File: config.mk
export PLATFORM = sky130hd
export DESIGN_NAME = keypad_entry_buffer
export DESIGN_NICKNAME = d
export VERILOG_FILES = /design/src/rtl/keypad_entry_buffer.sv
export SDC_FILE = /design/constraint.sdc
export NUM_CORES = 1
export LEC_CHECK = 0
export ABC_AREA = 0
export CAP_MARGIN = 20
export CELL_PAD_IN_SITES_DETAIL_PLACEMENT = 0
export CELL_PAD_IN_SITES_GLOBAL_PLACEMENT = 1
export CORE_MARGIN = 8
export CORE_UTILIZATION = 30
export CTS_CLUSTER_DIAMETER = 100
export DETAILED_ROUTE_END_ITERATION = 8
export PLACE_DENSITY = 0.6
export RECOVER_POWER = 25
export SLEW_MARGIN = 5
export SYNTH_ARGS = -nofsm -noshare
export SYNTH_HDL_FRONTEND = slang
export SYNTH_SLANG_ARGS = --single-unit
File: constraint.sdc
create_clock -name clk -period 2.8 [get_ports clk]
set_clock_uncertainty 0.05 [all_clocks]
set_input_delay 0.56 -clock clk [delete_from_list [all_inputs] [get_ports clk]]
set_output_delay 0.56 -clock clk [all_outputs]
set_load 0.01 [all_outputs]
File: src/rtl/keypad_entry_buffer.sv
// -----------------------------------------------------------------------------
// keypad_entry_buffer
//
// Purpose:
//   Collects single hex keystrokes from the keypad scanner into one
//   multi-digit guess word. The first digit typed ends up in the most
//   significant nibble. The block supports a backspace key, an explicit enter
//   key and an inactivity timeout. It accepts keys only while the game is in
//   its input phase.
//
// Ports:
//   clk          in   system clock
//   rst          in   asynchronous, active-low reset
//   enable       in   high = input phase; low flushes the entry and forces IDLE
//   clear        in   synchronous flush request from game control
//   key_valid    in   one-cycle strobe per key press
//   key_code     in   hex code of the pressed key, qualified by key_valid
//   value        out  assembled guess, first-typed digit in the MS nibble
//   value_ready  out  one-cycle pulse: value holds a submitted guess
//   digit_count  out  digits currently held, 0..NUM_DIGITS
//   entry_error  out  one-cycle pulse on a rejected key
//   timeout      out  one-cycle pulse when a partial entry is discarded
// -----------------------------------------------------------------------------
module keypad_entry_buffer #(
  parameter int         NUM_DIGITS     = 4,
  parameter logic [3:0] ENTER_CODE     = 4'hF,
  parameter logic [3:0] BACK_CODE      = 4'hE,
  parameter int         TIMEOUT_CYCLES = 300000000
) (
  input  logic                    clk,
  input  logic                    rst,
  input  logic                    enable,
  input  logic                    clear,
  input  logic                    key_valid,
  input  logic [3:0]              key_code,
  output logic [4*NUM_DIGITS-1:0] value,
  output logic                    value_ready,
  output logic [2:0]              digit_count,
  output logic                    entry_error,
  output logic                    timeout
);

  localparam int         VW       = 4 * NUM_DIGITS;
  // A one-cycle timeout would give a zero-width counter; keep at least one bit.
  localparam int         TW       = (TIMEOUT_CYCLES > 1) ? $clog2(TIMEOUT_CYCLES) : 1;
  localparam logic [TW-1:0] TIMER_LAST = TW'(TIMEOUT_CYCLES - 1);
  localparam logic [2:0] FULL_CNT = 3'(NUM_DIGITS);

  typedef enum logic [2:0] {
    IDLE    = 3'd0,
    COLLECT = 3'd1,
    FULL    = 3'd2,
    DONE    = 3'd3,
    LOCKED  = 3'd4
  } state_t;

  state_t          state_q;
  logic [VW-1:0]   value_q;
  logic [2:0]      cnt_q;
  logic            ready_q;
  logic            err_q;
  logic            tmo_q;
  logic [TW-1:0]   timer_q;

  logic            is_digit;
  logic            counting;
  logic            expire;
  logic [VW-1:0]   value_push;
  logic [VW-1:0]   value_pop;

  assign is_digit   = (key_code != ENTER_CODE) && (key_code != BACK_CODE);
  // Inactivity only matters while a partial or complete-but-unsubmitted
  // entry is held.
  assign counting   = (state_q == COLLECT) || (state_q == FULL);
  assign expire     = counting && (timer_q == TIMER_LAST);
  assign value_push = {value_q[VW-5:0], key_code};
  assign value_pop  = value_q >> 4;

  always_ff @(posedge clk or negedge rst) begin
    if (!rst) begin
      state_q <= IDLE;
      value_q <= '0;
      cnt_q   <= '0;
      ready_q <= 1'b0;
      err_q   <= 1'b0;
      tmo_q   <= 1'b0;
      timer_q <= '0;
    end else begin
      // All three status outputs are single-cycle pulses.
      ready_q <= 1'b0;
      err_q   <= 1'b0;
      tmo_q   <= 1'b0;

      if (!enable || clear) begin
        // Flush silently; any coincident key is dropped.
        state_q <= IDLE;
        value_q <= '0;
        cnt_q   <= '0;
        timer_q <= '0;
      end else if (expire) begin
        // Timeout outranks a coincident key, which is dropped.
        state_q <= IDLE;
        value_q <= '0;
        cnt_q   <= '0;
        timer_q <= '0;
        tmo_q   <= 1'b1;
      end else if (key_valid) begin
        // Any key, accepted or rejected, counts as activity.
        timer_q <= '0;
        unique case (state_q)
          IDLE: begin
            if (is_digit) begin
              value_q <= VW'(key_code);
              cnt_q   <= 3'd1;
              state_q <= (FULL_CNT == 3'd1) ? FULL : COLLECT;
            end else begin
              err_q <= 1'b1;
            end
          end
          COLLECT: begin
            if (is_digit) begin
              value_q <= value_push;
              cnt_q   <= cnt_q + 3'd1;
              if (cnt_q == FULL_CNT - 3'd1) state_q <= FULL;
            end else if (key_code == BACK_CODE) begin
              value_q <= value_pop;
              cnt_q   <= cnt_q - 3'd1;
              if (cnt_q == 3'd1) state_q <= IDLE;
            end else begin
              err_q <= 1'b1;
            end
          end
          FULL: begin
            if (key_code == ENTER_CODE) begin
              state_q <= DONE;
              ready_q <= 1'b1;
            end else if (key_code == BACK_CODE) begin
              value_q <= value_pop;
              cnt_q   <= cnt_q - 3'd1;
              state_q <= (cnt_q == 3'd1) ? IDLE : COLLECT;
            end else begin
              err_q <= 1'b1;
            end
          end
          DONE: begin
            err_q   <= 1'b1;
            state_q <= LOCKED;
          end
          LOCKED: begin
            err_q <= 1'b1;
          end
          default: begin
            state_q <= IDLE;
            value_q <= '0;
            cnt_q   <= '0;
          end
        endcase
      end else begin
        if (counting) begin
          timer_q <= timer_q + TW'(1);
        end else begin
          timer_q <= '0;
        end
        // DONE lasts exactly one cycle, long enough for the ready pulse.
        if (state_q == DONE) state_q <= LOCKED;
      end
    end
  end

  assign value       = value_q;
  assign value_ready = ready_q;
  assign digit_count = cnt_q;
  assign entry_error = err_q;
  assign timeout     = tmo_q;

endmodule

## Word level (Yosys, flattened, before mapping)

Index checks and enable logic that the tools add are counted.

- Flip-flop bits (word level): 54
- Bits of input ports: 9
- Output and inout port bits: 22

- Add/subtract/negate cells: 3
- Equality and inequality tests: 20
- Multiplexer cells: 47
- Reduce and logical (&&, ||, !) cells: 11

Operator list:

| kind | count |
|---|---|
| 2-to-1 mux 29 bit | 4 |
| 2-to-1 mux 16 bit | 7 |
| case mux 16 bit (4 select lines) | 1 |
| 2-to-1 mux 3 bit | 17 |
| adder 29 x 1 -> 29 bit (second input constant) | 1 |
| equality test 29 bit (second input constant) | 1 |
| inequality test 4 bit (second input constant) | 5 |
| inequality test 6 x 4 -> 1 bit (second input constant) | 3 |
| 2-to-1 mux 1 bit | 15 |
| case mux 3 bit (5 select lines) | 1 |
| case mux 3 bit (4 select lines) | 1 |
| equality test 3 x 2 -> 1 bit (second input constant) | 3 |
| equality test 4 bit (second input constant) | 2 |
| AND reduction 7 bit | 1 |
| equality test 3 x 1 -> 1 bit (second input constant) | 2 |
| inequality test 6 x 3 -> 1 bit (second input constant) | 1 |
| inequality test 5 bit (second input constant) | 1 |
| case mux 1 bit (4 select lines) | 1 |
| AND reduction 4 bit | 1 |
| nonzero test 4 bit | 1 |
| adder 3 x 1 -> 3 bit (second input constant) | 1 |
| equality test 3 bit (second input constant) | 1 |
| logical NOT 3 bit | 1 |
| inequality test 3 x 1 -> 1 bit (second input constant) | 1 |
| other kinds (6) | 8 |

## Longest topological paths before layout

Gate-level depths: netlist of the first run.

- Depth in word-level cells: 8
- Depth in mapped cells: 8

## Worst setup path before layout of the first run

OpenSTA, ideal clock, no wires.

- Kind: register -> register
- Start point: reg timer_q[0]
- End point: reg state_q[0]
- Library setup time: 0.125 ns
- Arrival: 2.182 ns
- Path slack: 0.444 ns
- Stages on the path, launching flop included: 8
- Path buffers: 1
- Clock period less this slack: 2.356 ns
- Cell sequence: dfrtp_1 > ha_1 > and4_2 > clkbuf_1 > and4_1 > a31oi_1 > and3_1 > mux2_2

- Longest elaborated chain between the ends: 4

RTL lines:

| item | RTL line | text |
|---|---|---|
| start, declared | 63 | `logic [TW-1:0] timer_q;` |
| start signal, assigned | 160 | `timer_q <= timer_q + TW'(1);` |
| equality test 29 bit * | 75 | `assign expire = counting && (timer_q == TIMER_LAST);` |
| logical AND 1 bit * | 75 |  |
| inequality test 6 x 3 -> 1 bit (no source line), or another cell as far along | -- |  |
| AND reduction 7 bit (no source line) or 2-to-1 mux 3 bit (tied branches) | -- |  |
| end signal, assigned | 115 | `state_q <= (FULL_CNT == 3'd1) ? FULL : COLLECT;` |
| end signal, assigned | 140 | `state_q <= (cnt_q == 3'd1) ? IDLE : COLLECT;` |
| end, declared | 57 | `state_t state_q;` |

Mark *: on every way between the ends. The rest lies on a longest branch, timed or not.
A chain may end at the register's enable or synchronous reset.

## Worst setup path in the final report of the first run

- Start point: reg timer_q[0]
- End point: reg value_q[2] (netlist: value[2])

- Longest elaborated chain between the ends: 4

RTL lines:

| item | RTL line | text |
|---|---|---|
| equality test 29 bit * | 75 |  |
| logical AND 1 bit * | 75 |  |
| inequality test 4 bit (no source line), or another cell as far along | -- |  |
| AND reduction 4 bit (no source line) or 2-to-1 mux 16 bit (tied branches) | -- |  |
| end signal, assigned | 113 | `value_q <= VW'(key_code);` |
| end signal, assigned | 122 | `value_q <= value_push;` |
| end signal, assigned | 126 | `value_q <= value_pop;` |
| end, declared | 58 | `logic [VW-1:0] value_q;` |

Marks and branches as above.

==> summary.txt, run 1 <==
Critical path
  – R2R Setup Slk: 390 ps
  – Crit path max-delay cell type: o21a_1
  – Critical path depth in cells: 6
  – Reg-to-reg critical path startpoint: timer_q[0]
  – Worst Path Max Fanout: 12
  – RR Endpoint: value[2]
  – Required @ worst endpoint: 3010 ps
  – Endpoint type of the worst setup path: register
  – CP max stage delay: 490 ps
  – Crit path DAT: 2610 ps
  – R2R depth: 6
  – Worst path bufs/invs: 0
  – Crit path max-delay family: compound AO/OA/AOI/OAI gates
  – Crit Path Class: reg2reg
  – Critical-path cell list: ha_1, and4_2, and4_1, a22oi_1, o21a_1, a32o_1
  – Startpoint Class: register

Route
  – Post-DR wirelength/cell: between 15 and 20 um
  – Post-route antenna net violation count: 0
  – Vias/cell: 5.20
  – DRT Wirelength: 9230 um
  – Via Count: 2844
  – Residual DRC: 0
  – Detailed Route Iter0 Violations: 164
  – Pre-Repair DR Iteration Count: 4

Floorplanning
  – Core area: 0.0107 mm^2
  – Rows: 38
  – Die span in y: 120 um
  – Initial Utilization: 30.2%
  – Die W: 120 um
  – Die ar.: 0.0143 mm^2
  – Number of I/O pins: 31

Clock tree
  – CTS tree: built
  – Clk root buf: clkbuf_8
  – CTS Sinks: 54
  – Reg clk slew, reported paths: 110 ps
  – CTS buffer count: 5
  – Hold-fix buffer count after cts: 0
  – Clock Latency Late Sink: 320 ps
  – CTS resizes: 0
  – Post-CTS Setup Bufs: 0
  – Clock Path Buffers: 2
  – Htree depth: 2

Place
  – Post-DP HPWL: roughly 6600 um
  – Routability cong.: 0.791
  – IO Port Bufs: 30

Cells and area
  – Nets: 420
  – Synth-to-Final Area Change: 20.2%
  – Multi-input gate area: 0.00176 mm^2
  – Ant. Diodes: 0
  – Fill count: 1114
  – Storage cell area: 0.00135 mm^2
  – Layout cells sized above 1: 8.60%

Timing
  – Finish-stage setup viols: 0
  – Worst Tran Pin Value: 1720 ps
  – RSZ-0062 raised after global routing: no
  – Fin crit share: 85.9%
  – Slew HR: -14.4%
  – Final slew viol count: 30
  – Final Hold Viols: 0
  – Max Clk Rate: 416 MHz
  – Setup tns final: 0 ps
  – Hold Slack: 439 ps
  – Fin crit period: between 2000 and 2500 ps

Power
  – Leakage power: 1.53 nW
  – Worst IR drop on VDD: approximately 210 uV
  – Pwr dens: 381 mW/mm^2
  – Overall power: 1.48 mW

Min path
  – Worst Min Path Start: timer_q[0]
  – Worst Hold End: timer_q[0]
  – Hold path cells: 1
  – Worst Hold Class: reg2reg

Yosys
  – Synth async-reset ratio: 100%
  – Synth area leader: dfrtp_1
  – Ranking of synthesized cells by area: dfrtp_1 (42%), xnor2_1 (6.0%), nor2_1 (5.2%)
  – Synth cell types: 53
  – FF+latch count, synth: 54
  – Most frequent cell after synthesis: dfrtp_1
  – Syn_nets: 383
  – Yosys Warn Count: 0
  – Post-synth EDFFs: 0
  – Post-Syn Area: 0.00323 mm^2
  – Top cell type's share of synthesized area: about two fifths
  – Sequential element share of the synthesized area: 41.8%
  – Synth Flop Type: dfrtp_1
  – Most frequent cells after synthesis: dfrtp_1 (54), nor2_1 (45), nand2_1 (32)
  – Avg Inst Size Synth: 8.76 um^2
  – Mapped Cells: approximately 370

Outcome
  – Failing checks: capacitance limit, slew limit
  – Status: finished with violations

GRT
  – Largest net degree at the start of global routing: 30
  – Gr ovfl total: 0
  – Initial antenna violation count: 0
  – Global-route wire length before repair: 15600 um
  – Vias in the first global route: ~2.8k
  – Global Route Usage Sum: 13.3%

Flow run
  – Max-cap violations: 1
[worst register-to-register path: stages, from the launching register on]
cell	delay, ps
dfrtp_1	420
ha_1	250
and4_2	290
and4_1	220
a22oi_1	380
o21a_1	490
a32o_1	250
[how the worst max path moves through the flow]
stage	start	endpoint	slack (ps)
floorplan	timer_q[0]	state_q[0]	440
global placement	key_code[3]	value[11]	230
detailed placement	key_code[2]	value[8]	190
CTS	timer_q[0]	value[2]	370
global route	timer_q[0]	value[2]	220
finish	timer_q[0]	value[2]	390
[area by class of cell]
cell class	count	share of cell area (%)
tap	140	4.51
multi-input combinational	283	45.2
inverter	11	1.06
clock buffer	5	1.77
timing repair buffer	51	11.5
sequential	54	34.8
clock inverter	3	1.13
[cells in the final DEF, fill, tap and decap left out, types with 6 or more instances in the layout]
cell type / synthesis / layout
o21ai_0: 25 / 25
o211ai_1: 11 / 11
xnor2_1: 22 / 22
nor2_1: 45 / 45
clkdlybuf4s50_1: 0 / 29
nand3_1: 18 / 18
a21oi_1: 10 / 10
mux2i_1: 7 / 7
inv_1: 11 / 11
nor3_1: 6 / 6
nand4_1: 6 / 6
and3_1: 13 / 13
dfrtp_1: 54 / 54
a22o_1: 9 / 9
buf_4: 0 / 20
nor2b_1: 6 / 6
nand2_1: 32 / 32
[per-layer routing]
layer	routed length [um]	global-route usage (%)	up-vias
met5	0	0	-
met4	70	3.12	0
met3	285	2.72	6
met2	3970	19.1	41
met1	4900	19.9	1384
li1	-	-	1413
[sequential cells by signal (all words and copies together), names as in the netlist]
signal,cells
timeout,1
value_ready,1
value,16
timer_q,29
digit_count,3
state_q,3
entry_error,1
[power by group]
| group | leakage [nW] | switching, mW | total, mW | internal [mW] |
|---|---|---|---|---|
| logic | 0.714 | 0.0871 | 0.138 | 0.0504 |
| registers | 0.753 | 0.00676 | 0.790 | 0.784 |
| clock network | 0.0585 | 0.282 | 0.551 | 0.269 |
| total | 1.53 | 0.376 | 1.48 | 1.10 |
[cell families after synthesis]
group	count (synthesis)	share of synthesized area, %
fa+ha+maj	5	1.94
flops	54	41.8
buf+inv	32	3.83
xor+xnor	25	6.78
compound gates	86	17.9
mux	8	2.52
simple gates	159	25.2
[metrics by stage]
step	area, um^2	worst slack (ps)	instances	util (%)
after global routing	3880	224	547	36.3
after global placement	3780	232	539	35.3
after detailed placement	3780	189	539	35.3
after floorplan	3230	444	369	-
after CTS	3890	373	547	36.4
final	3880	394	547	36.3
(Power assumes the default switching activity.)
==> run 2, diff against run 1 <==
CORE_UTILIZATION = 44   (was 30)
PLACE_DENSITY = 0.82   (was 0.6)
SLEW_MARGIN = 20   (was 5)
TNS_END_PERCENT = 100   (was default)
==> summary.txt, run 2 (synthesis gave the netlist of run 1 again) <==
Min path
  – Hold path cells: 1 (unchanged)
  – Worst Hold End: timer_q[0] (unchanged)
  – Worst Min Path Start: timer_q[0] (unchanged)
  – Worst Hold Class: reg2reg (unchanged)

Critical path
  – Startpoint Class: register (unchanged)
  – Endpoint type of the worst setup path: register (unchanged)
  – Worst Path Max Fanout: 14 (was 12)
  – Crit path DAT: 2600 ps (was 2610 ps)
  – R2R Setup Slk: 420 ps (was 390 ps)
  – Crit Path Class: reg2reg (unchanged)
  – Reg-to-reg critical path startpoint: timer_q[0] (unchanged)
  – R2R depth: 8 (was 6)
  – RR Endpoint: value[6] (was value[2])
  – Required @ worst endpoint: 3010 ps (about the same)

Cells and area
  – Most frequent cells in the layout: dfrtp_1 (54), nor2_1 (45), nand2_1 (32), clkdlybuf4s50_1 (29), o21ai_0 (25) (unchanged)
  – Layout Cells excl Fill: 502 (was 547)
  – Max FFs per register: 29 (unchanged)
  – Nets: 416 (was 420)
  – Layout cells sized above 1: 7.94% (was 8.60%)
  – Reg with most FFs: timer_q (unchanged)
  – Ant. Diodes: 0 (unchanged)
  – Final instance area: 0.00381 mm^2 (was 0.00388 mm^2)
  – Utilization after layout: 53.1% (was 36.3%)
  – Most common cell after layout, fill and taps aside: dfrtp_1 (unchanged)
  – Synth-to-Final Area Change: 17.9% (was 20.2%)

Power
  – Clock group share of total power: 37.9% (was 37.3%)
  – Pwr dens: 389 mW/mm^2 (was 381 mW/mm^2)
  – Combinational power share: 8.8% (was 9.3%)
  – Worst IR drop on VDD: 208 uV (was 206 uV)
  – Switching Share: 25.5% (was 25.4%)
  – Sequential power share: 53.2% (was 53.4%)
  – Psw: 0.379 mW (was 0.376 mW)
  – Internal Pwr Total: 1.10 mW (about the same)
  – Overall power: 1.48 mW (about the same)
  – Leakage power: 1.51 nW (was 1.53 nW)

Timing
  – RSZ-0062 raised after global routing: no (unchanged)
  – Finish-stage setup viols: 0 (unchanged)
  – Hold Slack: 440 ps (was 439 ps)
  – Worst Tran Pin Value: 1480 ps (was 1720 ps)
  – Max Clk Rate: 420 MHz (was 416 MHz)
  – Slew HR: 1.34% (was -14.4%)
  – Worst setup margin: 417 ps (was 394 ps)
  – Final slew viol count: 0 (was 30)
  – Fin crit share: 85.1% (was 85.9%)
  – Setup tns final: 0 ps (unchanged)
  – Fin crit period: 2380 ps (was 2410 ps)
  – Final Hold Viols: 0 (unchanged)

Floorplanning
  – Die ar.: 0.0103 mm^2 (was 0.0143 mm^2)
  – Initial Utilization: 45.0% (was 30.2%)
  – Die span in y: 102 um (was 120 um)
  – Number of I/O pins: 31 (unchanged)
  – Core area: 0.00718 mm^2 (was 0.0107 mm^2)
  – Die W: 102 um (was 120 um)
  – Rows: 31 (was 38)

GRT
  – Global Route Usage Sum: 16.4% (was 13.3%)
  – Largest net degree at the start of global routing: 29 (was 30)
  – Vias in the first global route: 2693 (was 2831)
  – Initial antenna violation count: 0 (unchanged)
  – Gr ovfl total: 0 (unchanged)
  – Global-route wire length before repair: 13600 um (was 15600 um)

Clock tree
  – Htree depth: 2 (unchanged)
  – CTS tree: built (unchanged)
  – CTS Sinks: 54 (unchanged)
  – Clock Latency Late Sink: 320 ps (about the same)
  – Post-CTS Setup Bufs: 0 (unchanged)
  – CTS resizes: 0 (unchanged)
  – Clock Path Buffers: 2 (unchanged)
  – CTS buffer count: 5 (unchanged)
  – Hold-fix buffer count after cts: 0 (unchanged)
  – Reg clk slew, reported paths: 110 ps (about the same)
  – Clk root buf: clkbuf_8 (unchanged)

Place
  – Routability cong.: 0.814 (was 0.791)
  – Post-DP HPWL: 5780 um (was 6600 um)
  – Pre-CTS setup slack: 179 ps (was 189 ps)
  – Post-Place Cells: 494 (was 539)
  – DP Area: 0.00371 mm^2 (was 0.00378 mm^2)
  – IO Port Bufs: 30 (unchanged)

Route
  – Post-DR wirelength/cell: 16.2 um (was 16.9 um)
  – Detailed Route Iter0 Violations: 196 (was 164)
  – Post-route antenna net violation count: 0 (unchanged)
  – Residual DRC: 0 (unchanged)
  – Vias/cell: 5.74 (was 5.20)
  – Via Count: 2881 (was 2844)
  – DRT Wirelength: 8110 um (was 9230 um)
  – Pre-Repair DR Iteration Count: 4 (unchanged)

Outcome
  – Status: finished, final reports clean (was finished with violations)

Flow run
  – Max-cap violations: 0 (was 1)
## run 2: changes by cell type in the layout (fill, tap and decap cells not counted), sizes merged
cell,before,now
buf,20,16
clkinv,1,0
clkinvlp,0,1
## run 2: power by group through the flow
stage	Combinational, mW	Clock, mW	Sequential, mW
floorplan	0.0623	0	0.805
global placement	0.134	0	0.805
detailed placement	0.134	0	0.805
CTS	0.135	0.579	0.790
global route	0.145	0.596	0.791
finish	0.131	0.563	0.789
## run 2: cell type report
| cell class | instances | area (um^2) |
|---|---|---|
| fillers | 698 | 3370 |
| multi-input cells | 283 | 1760 |
| flip-flops and latches | 54 | 1350 |
| repair buffers | 47 | 419 |
| well taps | 99 | 124 |
| clock buffers | 5 | 68.8 |
| clock inverters | 3 | 48.8 |
| inverters | 11 | 41.3 |
## run 2: worst max-delay path by stage
stage,start,endpoint,slack [ps],cells past startpoint
after floorplan,timer_q[0],state_q[0],440,7
after global placement,key_code[3],value[10],240,7
after detailed placement,key_code[0],value[6],180,7
after CTS,timer_q[3],timer_q[27],400,5
after global routing,timer_q[2],timer_q[27],280,5
final,timer_q[0],value[6],420,8
## run 2: worst max-delay path, cell delays in order, from the launching register on
cell and delay (ps):
dfrtp_1 420, ha_1 240, and4_2 280, and4_1 230, a31oi_1 390, buf_4 230, o21a_1 120, buf_4 200
a22o_1 170
## run 2: routing by layer
layer	track usage (%)	up-vias	share of wire, %
met3	3.09	8	4.7
li1	-	1403	-
met5	0	-	0
met1	23.8	1404	50
met4	4.58	0	1.2
met2	23.9	66	44
==> run 3, diff against run 2 <==
MAX_ROUTING_LAYER = met4   (was default)
SKIP_LAST_GASP = 1   (was default)
==> summary.txt, run 3 (synthesis gave the netlist of run 1 again) <==
Critical path
  – Startpoint Class: register (unchanged)
  – Crit path max-delay cell type: dfrtp_1 (unchanged)
  – Endpoint type of the worst setup path: register (unchanged)
  – Crit path DAT: 2590 ps (was 2600 ps)
  – Worst path bufs/invs: 2 (unchanged)
  – Critical-path cell list: ha_1, and4_2, and4_1, a31oi_1, buf_4, o21a_1, buf_4, a22o_1 (unchanged)
  – Crit path max-delay family: compound AO/OA/AOI/OAI gates (unchanged)
  – Worst Path Max Fanout: 14 (unchanged)
  – CP max stage delay: 420 ps (about the same)
  – Most used cell, CP: buf_4 (unchanged)
  – Required @ worst endpoint: 3010 ps (about the same)
  – Crit Path Class: reg2reg (unchanged)

Place
  – Routability cong.: 0.826 (was 0.814)
  – Post-DP HPWL: 5780 um (unchanged)
  – IO Port Bufs: 30 (unchanged)

Route
  – Post-DR wirelength/cell: 16.1 um (was 16.2 um)
  – Vias/cell: 5.75 (was 5.74)
  – Detailed Route Iter0 Violations: 195 (was 196)
  – Residual DRC: 0 (unchanged)
  – Via Count: 2886 (was 2881)
  – DRT Wirelength: 8100 um (was 8110 um)
  – Pre-Repair DR Iteration Count: 4 (unchanged)
  – Post-route antenna net violation count: 0 (unchanged)

Outcome
  – Status: finished, final reports clean (unchanged)

Clock tree
  – Htree depth: 2 (unchanged)
  – Hold-fix buffer count after cts: 0 (unchanged)
  – CTS resizes: 0 (unchanged)
  – Clock Path Buffers: 2 (unchanged)
  – CTS buffer count: 5 (unchanged)
  – Post-CTS Setup Bufs: 0 (unchanged)
  – Clk root buf: clkbuf_8 (unchanged)
  – Clock Latency Late Sink: 320 ps (about the same)
  – CTS tree: built (unchanged)
  – CTS Sinks: 54 (unchanged)
  – Reg clk slew, reported paths: 110 ps (about the same)

Timing
  – Final Hold Viols: 0 (unchanged)
  – Worst Tran Pin Value: 1480 ps (about the same)
  – RSZ-0062 raised after global routing: no (unchanged)
  – Fin crit share: 85.1% (about the same)
  – Fin crit period: 2380 ps (about the same)
  – Final slew viol count: 0 (unchanged)
  – Slew HR: 1.53% (was 1.34%)
  – Finish-stage setup viols: 0 (unchanged)
  – Setup tns final: 0 ps (unchanged)
  – Max Clk Rate: 420 MHz (about the same)

Flow run
  – Max-cap violations: 0 (unchanged)

GRT
  – Vias in the first global route: 2692 (was 2693)
  – Global-route wire length before repair: 13600 um (about the same)
  – Gr ovfl total: 0 (unchanged)
  – Initial antenna violation count: 0 (unchanged)
  – Global Route Usage Sum: 16.9% (was 16.4%)
  – Largest net degree at the start of global routing: 29 (unchanged)

Power
  – Internal Pwr Total: 1.10 mW (about the same)
  – Pwr dens: 389 mW/mm^2 (about the same)
  – Switching Share: 25.4% (was 25.5%)
  – Leakage power: 1.51 nW (unchanged)
  – Worst IR drop on VDD: 207 uV (was 208 uV)
  – Combinational power share: 8.9% (was 8.8%)
  – Clock group share of total power: 37.9% (about the same)
  – Sequential power share: 53.3% (was 53.2%)
  – Psw: 0.377 mW (was 0.379 mW)

Floorplanning
  – Rows: 31 (unchanged)
  – Die ar.: 0.0103 mm^2 (unchanged)
  – Initial Utilization: 45.0% (unchanged)
  – Die W: 102 um (unchanged)
  – Number of I/O pins: 31 (unchanged)
  – Die span in y: 102 um (unchanged)
  – Core area: 0.00718 mm^2 (unchanged)

Cells and area
  – Most frequent cells in the layout: dfrtp_1 (54), nor2_1 (45), nand2_1 (32), clkdlybuf4s50_1 (29), o21ai_0 (25) (unchanged)
  – Reg with most FFs: timer_q (unchanged)
  – Most common cell after layout, fill and taps aside: dfrtp_1 (unchanged)
  – Max FFs per register: 29 (unchanged)
  – Utilization after layout: 53.1% (unchanged)
  – Synth-to-Final Area Change: 17.9% (unchanged)
  – Nets: 416 (unchanged)
  – Ant. Diodes: 0 (unchanged)
  – Layout cells sized above 1: 7.94% (unchanged)

Min path
  – Worst Hold Class: reg2reg (unchanged)
==> run 3: cell counts in the layout (fill, tap and decap cells not counted) <==
Identical to the previous run, type by type.
==> run 3: power by group through the flow <==
stage	Sequential [mW]	Combinational, mW	Clock (mW)
floorplan	0.805	0.0623	0
global placement	0.805	0.134	0
detailed placement	0.805	0.134	0
CTS	0.790	0.135	0.579
global route	0.791	0.145	0.596
finish	0.789	0.131	0.561
==> run 3: path summary, 6_finish.rpt <==
| path | startpoint | to | slack [ps] | depth (start not counted) |
|---|---|---|---|---|
| hold reg to reg | timer_q[0] | timer_q[0] | 440 | 1 |
| setup / recovery | timer_q[0] | value[6] | 420 | 8 |
| hold / removal | timer_q[0] | timer_q[0] | 440 | 1 |
| min in group asynchronous | rst | timer_q[5] | 520 | 1 |
| max in group asynchronous | rst | value[8] | 730 | 2 |
| setup reg to reg | timer_q[0] | value[6] | 420 | 8 |
==> run 3: worst register-to-register path, cell delays in order, from the launching register on <==
cell and delay, ps:
dfrtp_1 420, ha_1 240, and4_2 280, and4_1 230, a31oi_1 390, buf_4 230
o21a_1 120, buf_4 200, a22o_1 170
==> run 3: metal layers <==
| layer | vias to the layer above | global-route usage (%) | share of wire [%] |
|---|---|---|---|
| met1 | 1402 | 24.1 | 50 |
| met4 | 0 | 4.58 | 1.2 |
| met3 | 8 | 2.82 | 4.9 |
| li1 | 1404 | - | - |
| met5 | - | - | 0 |
| met2 | 72 | 23.8 | 44 |
==> run 3: cell type report <==
cell class / count / area [um^2]
clock buffers: 5 / 68.8
well taps: 99 / 124
fillers: 698 / 3370
multi-input cells: 283 / 1760
repair buffers: 47 / 419
inverters: 11 / 41.3
flip-flops and latches: 54 / 1350
clock inverters: 3 / 48.8
==> run 3: per-stage QoR <==
stage | hold slack (ps) | setup slack [ps] | total power, mW | area, um^2 | instances
finish | 440 | 417 | 1.48 | 3810 | 502
global route | 473 | 278 | 1.53 | 3810 | 502
CTS | 225 | 405 | 1.50 | 3830 | 502
detailed placement | 428 | 179 | 0.939 | 3710 | 494
global placement | 420 | 244 | 0.938 | 3710 | 494
floorplan | 214 | 444 | 0.867 | 3230 | 369
